$ cat config.mk
export PLATFORM = sky130hd
export DESIGN_NAME = dispense_controller
export DESIGN_NICKNAME = d
export VERILOG_FILES = /design/src/rtl/dispense_controller.sv
export SDC_FILE = /design/constraint.sdc
export NUM_CORES = 1
export LEC_CHECK = 0
export CELL_PAD_IN_SITES_DETAIL_PLACEMENT = 0
export CELL_PAD_IN_SITES_GLOBAL_PLACEMENT = 2
export CORE_MARGIN = 10
export CORE_UTILIZATION = 33
export CTS_BUF_LIST = sky130_fd_sc_hd__clkbuf_4
export DETAILED_ROUTE_END_ITERATION = 7
export PLACE_DENSITY = 0.88
export SYNTH_ARGS = -nofsm -noshare
export SYNTH_HDL_FRONTEND = slang
export SYNTH_SLANG_ARGS = --single-unit
$ cat constraint.sdc
create_clock -name clk -period 7.1 [get_ports clk]
set_clock_uncertainty 0.2 [all_clocks]
set_input_delay 1.065 -clock clk [delete_from_list [all_inputs] [get_ports clk]]
set_output_delay 1.065 -clock clk [all_outputs]
set_load 0.01 [all_outputs]
$ cat src/rtl/dispense_controller.sv
// Execution side of the fluid dispenser: takes one priced order, collects coins,
// opens the selected valve for a timed interval per litre and owns the stock levels.
module dispense_controller #(
    parameter int unsigned WATER_INIT      = 100,
    parameter int unsigned JUICE_INIT      = 80,
    parameter int unsigned CHEM_INIT       = 60,
    parameter int unsigned TICKS_PER_LITRE = 4,
    parameter int unsigned PAY_TIMEOUT     = 255
) (
    input  logic        clk,
    input  logic        reset,
    input  logic        req_valid,
    output logic        req_ready,
    input  logic [1:0]  fluid_type,
    input  logic [7:0]  volume_l,
    input  logic [15:0] amount_due,
    input  logic        coin_valid,
    input  logic [7:0]  coin_value,
    input  logic        cancel,
    output logic [2:0]  valve_open,
    output logic        busy,
    output logic        done,
    output logic [2:0]  status,
    output logic [15:0] change,
    output logic [15:0] refund,
    output logic [15:0] stock_water,
    output logic [15:0] stock_juice,
    output logic [15:0] stock_chem
);

    // state      | meaning
    // S_IDLE     | ready for an order; rejects bad orders in place
    // S_PAY      | accumulating coins, watching cancel and the coin-free timer
    // S_DISPENSE | valve open, stock drops by one at the end of each litre
    // S_FINISH   | valve closed, done pulse with status OK
    typedef enum logic [1:0] {S_IDLE, S_PAY, S_DISPENSE, S_FINISH} state_t;

    localparam logic [2:0] ST_NONE      = 3'd0;
    localparam logic [2:0] ST_OK        = 3'd1;
    localparam logic [2:0] ST_ERR_TYPE  = 3'd2;
    localparam logic [2:0] ST_ERR_ZERO  = 3'd3;
    localparam logic [2:0] ST_ERR_STOCK = 3'd4;
    localparam logic [2:0] ST_CANCELLED = 3'd5;
    localparam logic [2:0] ST_TIMEOUT   = 3'd6;

    localparam int TW  = (TICKS_PER_LITRE > 1) ? $clog2(TICKS_PER_LITRE) : 1;
    localparam int TOW = $clog2(PAY_TIMEOUT + 1);

    state_t          r_state;
    logic            r_req_ready;
    logic            r_busy;
    logic            r_done;
    logic [2:0]      r_status;
    logic [2:0]      r_valve;
    logic [15:0]     r_change;
    logic [15:0]     r_refund;
    logic [15:0]     r_stock_water;
    logic [15:0]     r_stock_juice;
    logic [15:0]     r_stock_chem;
    logic [1:0]      r_fluid;
    logic [7:0]      r_litres;
    logic [15:0]     r_due;
    logic [15:0]     r_paid;
    logic [TW-1:0]   r_tick;
    logic [TOW-1:0]  r_tmo;

    logic [16:0]     w_paid_sum;
    logic [15:0]     w_paid_new;
    logic [15:0]     w_req_stock;

    function automatic logic [2:0] f_valve(input logic [1:0] f);
        case (f)
            2'b00:   f_valve = 3'b001;
            2'b01:   f_valve = 3'b010;
            2'b10:   f_valve = 3'b100;
            default: f_valve = 3'b000;
        endcase
    endfunction

    // Paid total including this cycle's coin, clamped at 0xFFFF.
    assign w_paid_sum = {1'b0, r_paid} + (coin_valid ? {9'd0, coin_value} : 17'd0);
    assign w_paid_new = w_paid_sum[16] ? 16'hFFFF : w_paid_sum[15:0];

    always_comb begin
        w_req_stock = 16'd0;
        case (fluid_type)
            2'b00:   w_req_stock = r_stock_water;
            2'b01:   w_req_stock = r_stock_juice;
            2'b10:   w_req_stock = r_stock_chem;
            default: w_req_stock = 16'd0;
        endcase
    end

    always_ff @(posedge clk) begin
        if (reset) begin
            r_state       <= S_IDLE;
            r_req_ready   <= 1'b1;
            r_busy        <= 1'b0;
            r_done        <= 1'b0;
            r_status      <= ST_NONE;
            r_valve       <= 3'b000;
            r_change      <= 16'd0;
            r_refund      <= 16'd0;
            r_stock_water <= 16'(WATER_INIT);
            r_stock_juice <= 16'(JUICE_INIT);
            r_stock_chem  <= 16'(CHEM_INIT);
            r_fluid       <= 2'b00;
            r_litres      <= 8'd0;
            r_due         <= 16'd0;
            r_paid        <= 16'd0;
            r_tick        <= '0;
            r_tmo         <= '0;
        end else begin
            r_done <= 1'b0;
            case (r_state)
                S_IDLE: begin
                    if (req_valid) begin
                        r_change <= 16'd0;
                        r_refund <= 16'd0;
                        if (fluid_type == 2'b11) begin
                            r_status <= ST_ERR_TYPE;
                            r_done   <= 1'b1;
                        end else if (volume_l == 8'd0) begin
                            r_status <= ST_ERR_ZERO;
                            r_done   <= 1'b1;
                        end else if ({8'd0, volume_l} > w_req_stock) begin
                            r_status <= ST_ERR_STOCK;
                            r_done   <= 1'b1;
                        end else begin
                            r_status    <= ST_NONE;
                            r_fluid     <= fluid_type;
                            r_litres    <= volume_l;
                            r_due       <= amount_due;
                            r_paid      <= 16'd0;
                            r_tick      <= TW'(TICKS_PER_LITRE - 1);
                            r_tmo       <= TOW'(PAY_TIMEOUT);
                            r_req_ready <= 1'b0;
                            r_busy      <= 1'b1;
                            if (amount_due == 16'd0) begin
                                r_state <= S_DISPENSE;
                                r_valve <= f_valve(fluid_type);
                            end else begin
                                r_state <= S_PAY;
                            end
                        end
                    end
                end
                S_PAY: begin
                    r_paid <= w_paid_new;
                    r_tmo  <= coin_valid ? TOW'(PAY_TIMEOUT) : r_tmo - TOW'(1);
                    // Cancel outranks a coin that would complete the payment.
                    if (cancel || (!coin_valid && r_tmo == TOW'(1))) begin
                        r_refund    <= w_paid_new;
                        r_status    <= cancel ? ST_CANCELLED : ST_TIMEOUT;
                        r_done      <= 1'b1;
                        r_paid      <= 16'd0;
                        r_state     <= S_IDLE;
                        r_req_ready <= 1'b1;
                        r_busy      <= 1'b0;
                    end else if (w_paid_new >= r_due) begin
                        r_change <= w_paid_new - r_due;
                        r_state  <= S_DISPENSE;
                        r_valve  <= f_valve(r_fluid);
                    end
                end
                S_DISPENSE: begin
                    if (r_tick == '0) begin
                        r_tick   <= TW'(TICKS_PER_LITRE - 1);
                        r_litres <= r_litres - 8'd1;
                        case (r_fluid)
                            2'b00:   r_stock_water <= r_stock_water - 16'd1;
                            2'b01:   r_stock_juice <= r_stock_juice - 16'd1;
                            default: r_stock_chem  <= r_stock_chem - 16'd1;
                        endcase
                        if (r_litres == 8'd1) begin
                            r_state  <= S_FINISH;
                            r_valve  <= 3'b000;
                            r_done   <= 1'b1;
                            r_status <= ST_OK;
                        end
                    end else begin
                        r_tick <= r_tick - TW'(1);
                    end
                end
                S_FINISH: begin
                    r_state     <= S_IDLE;
                    r_req_ready <= 1'b1;
                    r_busy      <= 1'b0;
                end
                default: r_state <= S_IDLE;
            endcase
        end
    end

    assign req_ready   = r_req_ready;
    assign busy        = r_busy;
    assign done        = r_done;
    assign status      = r_status;
    assign valve_open  = r_valve;
    assign change      = r_change;
    assign refund      = r_refund;
    assign stock_water = r_stock_water;
    assign stock_juice = r_stock_juice;
    assign stock_chem  = r_stock_chem;

endmodule

==> results of run 1 <==
## registers in the layout (all words and copies together) (netlist names), 3 cells and up
register and cells:
r_paid 16, stock_chem 16, status 3, r_litres 8
stock_juice 16, change 16, refund 16, valve_open 3
r_tmo 8, r_due 16, stock_water 16
## synth_stat cells, drive strengths merged, types with 5 or more instances
| master | count | share of area |
|---|---|---|
| nor2 | 129 | 0.060 |
| buf | 7 | 0.0048 |
| nand3b | 8 | 0.0074 |
| o211ai | 6 | 0.0056 |
| ha | 45 | 0.070 |
| xnor2 | 27 | 0.029 |
| nand3 | 23 | 0.014 |
| a21o | 7 | 0.0065 |
| nand2 | 82 | 0.038 |
| a211oi | 7 | 0.0065 |
| nor4 | 25 | 0.022 |
| nand2b | 8 | 0.0062 |
| o21ai | 36 | 0.022 |
| xor2 | 18 | 0.020 |
| o311ai | 7 | 0.0076 |
| or4 | 6 | 0.0065 |
| and3 | 6 | 0.0047 |
| or3 | 22 | 0.017 |
| mux2i | 26 | 0.032 |
| nor2b | 7 | 0.0054 |
| dfxtp | 143 | 0.35 |
| a21oi | 82 | 0.051 |
| inv | 51 | 0.024 |
| a311oi | 11 | 0.012 |
| nand4 | 15 | 0.012 |
| a22oi | 12 | 0.011 |
| a32oi | 14 | 0.015 |
| o21a | 9 | 0.0084 |
| clkbuf | 32 | 0.015 |
| and2 | 13 | 0.010 |
| a31oi | 5 | 0.0047 |
| nor3 | 38 | 0.024 |
| o31ai | 12 | 0.011 |
| o31a | 5 | 0.0054 |
## critical path, delay by kind of cell
kind | cells | cell delay (ns)
AO/OA/AOI/OAI | 9 | 2.73
adder cells (fa/ha/maj) | 3 | 0.97
buffers and inverters | 2 | 0.61
AND/OR/NAND/NOR | 5 | 1.30
## power breakdown
part           internal, mW  switching (mW)
registers             0.882          0.0675
clock network         0.254           0.346
logic                 0.306           0.516
total                  1.44           0.929
## kinds of logic after synthesis
kind of cell / Yosys count / synth area share
and+or+nand+nor: 395 / 0.2400
AOI/OAI and AO/OA: 244 / 0.2030
xor gates and xnor gates: 45 / 0.04886
muxes: 28 / 0.03505
DFF: 143 / 0.3549
adders and majority gates: 47 / 0.07476
buffers and inverters: 90 / 0.04343
## metrics by stage
step	cell area, sq um	instances	setup WS (ns)	utilization
2_1_floorplan	8066	992	1.318	-
3_3_place_gp	9635	1410	0.2914	0.3985
3_5_place_dp	9635	1410	0.2065	0.3985
4_1_cts	9946	1441	0.8156	0.4114
5_1_grt	9948	1442	0.3791	0.4115
6_report	9948	1442	0.7481	0.4115
## per-layer routing
metal,track usage,share of wire,vias up,wire length [um]
li1,-,-,3854,-
met3,0.03759,0.056,20,1443
met5,0,0,-,0
met2,0.2641,0.46,190,11880
met4,0.04623,0.015,0,382
met1,0.2101,0.47,3560,12020
## worst min path at each step
stage | endpoint | slack [ns] | cells after the start | from
floorplan | r_paid[0] | 0.24 | 2 | r_paid[0]
global placement | change[0] | 0.24 | 2 | change[0]
detailed placement | busy | 0.24 | 1 | busy
CTS | req_ready | 0.27 | 2 | req_ready
global route | refund[10] | 0.30 | 2 | refund[10]
finish | req_ready | 0.26 | 2 | req_ready
## final cells by class
class	instances	area share
Multi-Input combinational cell	759	0.4887
Sequential cell	143	0.2878
Timing Repair Buffer	133	0.1321
Tap cell	324	0.04075
Inverter	51	0.01924
Clock inverter	13	0.01761
Clock buffer	18	0.01358
Antenna cell	1	0.0002515
==> impl_metrics.yaml, run 1 <==
cts:
  cts_tree: "built"
  cts_buffer_depth: 2
  numCtsBuffers: 17
  cts_resized: 0
  cts.sinks: 143
  cts_hold_buf: 0
  cts_max_level: 4
  post-cts-setup-buffer-count: 0
  clk_pin_slew_worst_paths_ns: 0.15
  cts_root_buffer: "clkbuf_4"
  clock_latency_ns: 0.57
routing:
  drt-wirelength-per-cell_um: 17.84
  wl_mm: 25.72
  drt_iter0_drc: 560
  drt-pass1-iter-count: 5
  ant_nets: 0
  drc: 0
  via_count: 7624
  avgViaCountPerCell: 5.287
power_and_ir_drop:
  fin_total_pwr_mw: 2.371
  p_per_area_nw_per_um2: 238.3
  peakVddDrop_mv: 0.1005
  leakagePower_nw: 3.726
synth:
  syn_avg_cell_area_sq_um: 8.132
  synth_seq_cells: 143
  syn_inst: 992
  async_flop_share: 0
  syn-num-nets: 1078
  syn_area_sq_um: 8066
  synth_edf_count: 0
  synthFlopType: "dfxtp_1"
  ys_seq_area_frac: 0.3549
  yosys_warnings: 0
  synth_cell_types: 66
cells_and_area:
  register_area_sq_um: 2863
  final_common_cell: "dfxtp_1"
  final_cell_mix: "dfxtp_1, nor2_1, clkdlybuf4s50_1"
  synthToLayoutAreaGrowth_pct: 23.33
  nets: 1191
  drive_gt1_frac: 0.04834
  multi_input_area_sq_um: 4862
  fill_cells: 2494
setup_path:
  cp_slowest_cell: "o311ai_0"
  crit_chain: "clkdlybuf4s50_1 -> and2_1 -> ha_1 -> fa_1 -> a21o_1 -> a211o_1 -> a2111oi_4 -> nor3_1 -> or4_1 -> nand2_1 -> inv_1 -> ha_1 -> a21oi_1 -> o21a_1 -> o2111ai_1 -> o311ai_0 -> a21oi_2 -> nor2_1 -> a32o_1"
  r2r_start: "r_paid[0]"
  r2r_slack_ns: 1.69
  crit_end: "change[13]"
  ff2ff_path_depth: 17
  critical_path_class: "input port to flip-flop"
  critPathLaunchType: "input port"
  worstPathArrival_ns: 6.68
  end_kind: "flip-flop"
  cp_common_cell: "ha_1"
  worstSetupStartpoint: "coin_valid"
  path_max_fanout: 10
  cpPeakStageDelay_ns: 0.83
  worstPathRequired_ns: 7.42
  reg2reg_to: "change[13]"
floorplanning:
  die_h_um: 176.3
  core_sq_um: 24180
  die_area_sq_um: 31100
  initial_core_util: 0.3336
  io_pins: 128
  num_rows: 57
  die_x_um: 176.3
job:
  drv_cap: 0
sta:
  rsz0062_at_grt: "false"
  maxSlewHeadroom: 0.2624
  setup_viol: 0
  slew_violations: 0
  period_needed_ns: 6.352
  hold_viol: 0
  max_freq_mhz: 157.4
  worstMarginPinSlew_ns: 1.106
  min_period_over_period: 0.8946
  setup_tns_ns: 0
  whs_ns: 0.2634
place:
  hpwl_mm: 19.12
  place_congestion: 0.8866
  portBuffers: 127
global_route:
  grt_pass1_wl_mm: 40.56
  antenna_found_initial: 1
  grt_max_degree: 80
  track_usage: 0.1622
  grt_pass1_vias: 7312
  overflow: 0
outcome:
  outcome: "completed"
min_path:
  hold_path.class: "flip-flop to flip-flop"
Power figures use the tool's default switching activity.
==> inputs of run 2 (changes only) <==
- CORE_ASPECT_RATIO: default -> 1.4
==> impl_metrics.yaml, run 2 (synthesized netlist as in run 1, its figures left out) <==
outcome:
  outcome: "completed"
sta:
  slew_violations: 0
  max_freq_mhz: 159.7
  setup_tns_ns: 0
  setup_viol: 0
  whs_ns: 0.2613
  min_period_over_period: 0.8820
  rsz0062_at_grt: "false"
  maxSlewHeadroom: 0.2555
  worstMarginPinSlew_ns: 1.113
  period_needed_ns: 6.262
  hold_viol: 0
setup_path:
  end_kind: "flip-flop"
  worstPathArrival_ns: 6.57
  path_max_fanout: 10
  critPathLaunchType: "input port"
  worstPathRequired_ns: 7.41
  critical_path_class: "input port to flip-flop"
min_path:
  hold_path.class: "flip-flop to flip-flop"
routing:
  drt-pass1-iter-count: 5
  via_count: 7677
  ant_nets: 0
  wl_mm: 26.55
  drt_iter0_drc: 411
  avgViaCountPerCell: 5.369
  drc: 0
  drt-wirelength-per-cell_um: 18.56
cts:
  cts_max_level: 4
  cts_root_buffer: "clkbuf_4"
  cts_tree: "built"
  clk_pin_slew_worst_paths_ns: 0.13
  clock_latency_ns: 0.58
  cts_resized: 0
  numCtsBuffers: 17
  cts_hold_buf: 0
  cts.sinks: 143
  post-cts-setup-buffer-count: 0
  cts_buffer_depth: 2
cells_and_area:
  drive_gt1_frac: 0.04741
  post-route-util: 0.4138
  final_area_sq_um: 9921
  multi_input_area_sq_um: 4862
  final_common_cell: "dfxtp_1"
  nets: 1191
  fill_cells: 2517
  stdcell_count: 1430
  synthToLayoutAreaGrowth_pct: 22.99
  final_cell_mix: "dfxtp_1, nor2_1, clkdlybuf4s50_1"
  register_area_sq_um: 2863
global_route:
  grt_pass1_wl_mm: 42.30
  grt_pass1_vias: 7755
  track_usage: 0.1668
  overflow: 0
  antenna_found_initial: 2
  grt_max_degree: 69
floorplanning:
  core_sq_um: 23980
  io_pins: 128
  die_x_um: 152.1
  num_rows: 67
  initial_core_util: 0.3364
  die_area_sq_um: 31190
  die_h_um: 205.0
job:
  drv_cap: 0
place:
  portBuffers: 127
  place_congestion: 0.8330
  placed_cell_area_sq_um: 9618
  hpwl_mm: 20.24
  dp.cells: 1396
power_and_ir_drop:
  leakagePower_nw: 3.723
  peakVddDrop_mv: 0.1119
  p_per_area_nw_per_um2: 236.4
## run 2: cell types whose count changed in the layout (fill, tap and decap cells not counted), sizes merged
| cell | before | now |
|---|---|---|
| diode | 1 | 2 |
| clkbuf | 18 | 21 |
| inv | 57 | 52 |
| clkinv | 2 | 5 |
## run 2: worst paths after layout
kind / slack, ns / depth (start not counted) / start / endpoint
setup / recovery: 0.84 / 18 / coin_valid / change[9]
hold / removal: 0.26 / 2 / req_ready / req_ready
setup reg to reg: 1.64 / 16 / r_paid[0] / change[9]
hold reg to reg: 0.26 / 2 / req_ready / req_ready
## run 2: worst max-delay path: stages
cell and delay [ns]:
clkdlybuf4s50_1 0.50, buf_4 0.20, and2_1 0.16, fa_1 0.43, a21o_1 0.21, a211o_1 0.34
a2111oi_4 0.48, nor3_1 0.21, or4_1 0.50, nand2_1 0.11, inv_1 0.05, ha_1 0.40
nand4_1 0.15, a311oi_1 0.46, o311ai_0 0.31, a21oi_2 0.51, o311ai_0 0.28, a21oi_1 0.19
## run 2: per-stage QoR
step | total power [mW] | setup WS, ns
6_report | 2.346 | 0.8376
5_1_grt | 2.495 | 0.4582
4_1_cts | 2.368 | 0.9245
3_5_place_dp | 1.796 | 0.3117
3_3_place_gp | 1.791 | 0.5218
2_1_floorplan | 1.490 | 1.318
## run 2: final cells by class
cell class | instances | share of cell area
inverter | 51 | 0.01930
sequential | 143 | 0.2886
timing repair buffer | 133 | 0.1324
clock buffer | 21 | 0.01589
multi-input combinational | 759 | 0.4901
antenna | 2 | 0.0005045
tap | 310 | 0.03910
clock inverter | 11 | 0.01413
## run 2: where the power goes
part	leakage [nW]	switching, mW	internal [mW]	total [mW]
logic	2.41	0.520	0.305	0.825
registers	1.16	0.0691	0.882	0.951
clock network	0.159	0.312	0.258	0.569
total	3.72	0.901	1.44	2.35
## run 2: routing by layer
metal | GRT usage | share of wire | routed length, um
met5 | 0 | 0 | 0
met1 | 0.1798 | 0.41 | 10980
met4 | 0.06134 | 0.027 | 712
met3 | 0.03798 | 0.038 | 1012
met2 | 0.3104 | 0.52 | 13850
==> inputs of run 3 (changes only) <==
- GPL_TIMING_DRIVEN: default -> 0
- RECOVER_POWER: default -> 50
- clock period: 7.1 -> 6.7 ns (I/O delays scaled with it)
==> impl_metrics.yaml, run 3 (synthesized netlist as in run 1, its figures left out) <==
setup_path:
  critPathTopFamily: "compound AO/OA/AOI/OAI gates"
  cpPeakStageDelay_ns: 0.54
  cp_slowest_cell: "or4_1"
  worstPathArrival_ns: 6.69
  path_max_fanout: 10
  critPathLaunchType: "input port"
  critical_path_class: "input port to flip-flop"
  worstPathRequired_ns: 7.01
  worst-path-buf-inv: 5
  crit_chain: "clkdlybuf4s50_1 -> clkbuf_2 -> and2_1 -> ha_1 -> fa_1 -> a21o_1 -> a211o_1 -> a2111oi_4 -> nor3_1 -> or4_1 -> nand2_1 -> inv_1 -> ha_1 -> a21oi_2 -> o21a_1 -> o2111ai_1 -> o311a_1 -> nand2_1 -> buf_2 -> clkbuf_4 -> nand3_1 -> o31ai_1"
  end_kind: "flip-flop"
global_route:
  antenna_found_initial: 1
  track_usage: 0.1748
  grt_max_degree: 17
  grt_pass1_vias: 7878
  grt_pass1_wl_mm: 43.77
  overflow: 0
sta:
  whs_ns: 0.2543
  max_freq_mhz: 156.8
  rsz0062_at_grt: "false"
  maxSlewHeadroom: 0.4403
  worstMarginPinSlew_ns: 0.8395
  hold_viol: 0
  min_period_over_period: 0.9522
  setup_viol: 0
  slew_violations: 0
  period_needed_ns: 6.380
routing:
  via_count: 7895
  drt-wirelength-per-cell_um: 19.17
  avgViaCountPerCell: 5.385
  drt_iter0_drc: 507
  ant_nets: 0
  drc: 0
  wl_mm: 28.11
  drt-pass1-iter-count: 5
outcome:
  outcome: "completed"
floorplanning:
  num_rows: 67
  io_pins: 128
  die_h_um: 205.0
  die_x_um: 152.1
  die_area_sq_um: 31190
  initial_core_util: 0.3364
  core_sq_um: 23980
cts:
  cts_buffer_depth: 2
  cts_tree: "built"
  clock_latency_ns: 0.62
  cts_max_level: 4
  clk_pin_slew_worst_paths_ns: 0.13
  cts.sinks: 143
  numCtsBuffers: 17
  cts_root_buffer: "clkbuf_4"
  cts_hold_buf: 0
power_and_ir_drop:
  peakVddDrop_mv: 0.1168
  leakagePower_nw: 4.006
  p_per_area_nw_per_um2: 247.7
place:
  dp.cells: 1429
  place_congestion: 0.8294
  portBuffers: 127
  hpwl_mm: 21.89
cells_and_area:
  final_cell_mix: "dfxtp_1, nor2_1, dlygate4sd3_1"
  nets: 1227
  final_common_cell: "dfxtp_1"
  drive_gt1_frac: 0.04853
  stdcell_count: 1466
  synthToLayoutAreaGrowth_pct: 24.66
min_path:
  hold_path.class: "flip-flop to flip-flop"
job:
  drv_cap: 0
[run 3: changes by cell type in the layout (fill, tap and decap cells not counted), moves of 3 or more]
cell and change:
dlygate4sd3_1 +90, clkbuf_4 -3, clkbuf_1 +32, clkdlybuf4s50_1 -89
[run 3: timing repair]
item	CTS	global route
endpoints found under the setup margin	1	18
cloned	0	0
setup buffers	2	1
pin swaps	0	1
resized for setup	0	6
[run 3: final timing paths]
path	start	slack (ns)	to	cells after the start
worst max-delay path	coin_valid	0.32	change[12]	22
worst min-delay path	req_ready	0.25	req_ready	2
worst max register to register	r_paid[0]	1.24	change[12]	19
worst min register to register	req_ready	0.25	req_ready	2
[run 3: power breakdown]
| group | switching (mW) | internal, mW | leakage, nW |
|---|---|---|---|
| Sequential | 0.0712 | 0.935 | 1.16 |
| Combinational | 0.566 | 0.324 | 2.70 |
| Clock | 0.368 | 0.227 | 0.150 |
| Total | 1.01 | 1.48 | 4.01 |
[run 3: per-layer routing]
| layer | up-vias | global-route usage | share of wire |
|---|---|---|---|
| met5 | - | 0 | 0 |
| met4 | 0 | 0.07064 | 0.029 |
| met3 | 37 | 0.03672 | 0.045 |
| met2 | 193 | 0.3238 | 0.52 |
| met1 | 3736 | 0.1889 | 0.40 |
| li1 | 3929 | - | - |
[run 3: metrics by stage]
step	TNS (ns)	power [mW]	area, sq um	setup WS (ns)	utilization
after floorplan	0	1.579	8066	0.9780	-
after global placement	-9.410	1.907	9726	-0.7270	0.4056
after detailed placement	-10.28	1.913	9726	-0.7979	0.4056
after CTS	0	2.516	10030	0.0001195	0.4184
final	0	2.491	10060	0.3204	0.4194
after global routing	0	2.639	10060	0.03190	0.4194
[run 3: worst reg2reg max path: cells and delay by family (launching register included)]
family          cells  cell delay, ns
fa+ha+maj           3            1.04
buf+inv             3            0.63
flops               1            0.34
compound gates      8            2.09
simple gates        5            1.07
[run 3: final cells by class]
cell class | instances | area (sq um)
Antenna cell | 2 | 5.005
Buffer | 39 | 161.4
Clock buffer | 17 | 127.6
Clock inverter | 15 | 162.7
Fill cell | 2590 | 13920
Inverter | 51 | 191.4
Multi-Input combinational cell | 759 | 4863
Sequential cell | 143 | 2863
Tap cell | 310 | 387.9
Timing Repair Buffer | 130 | 1294
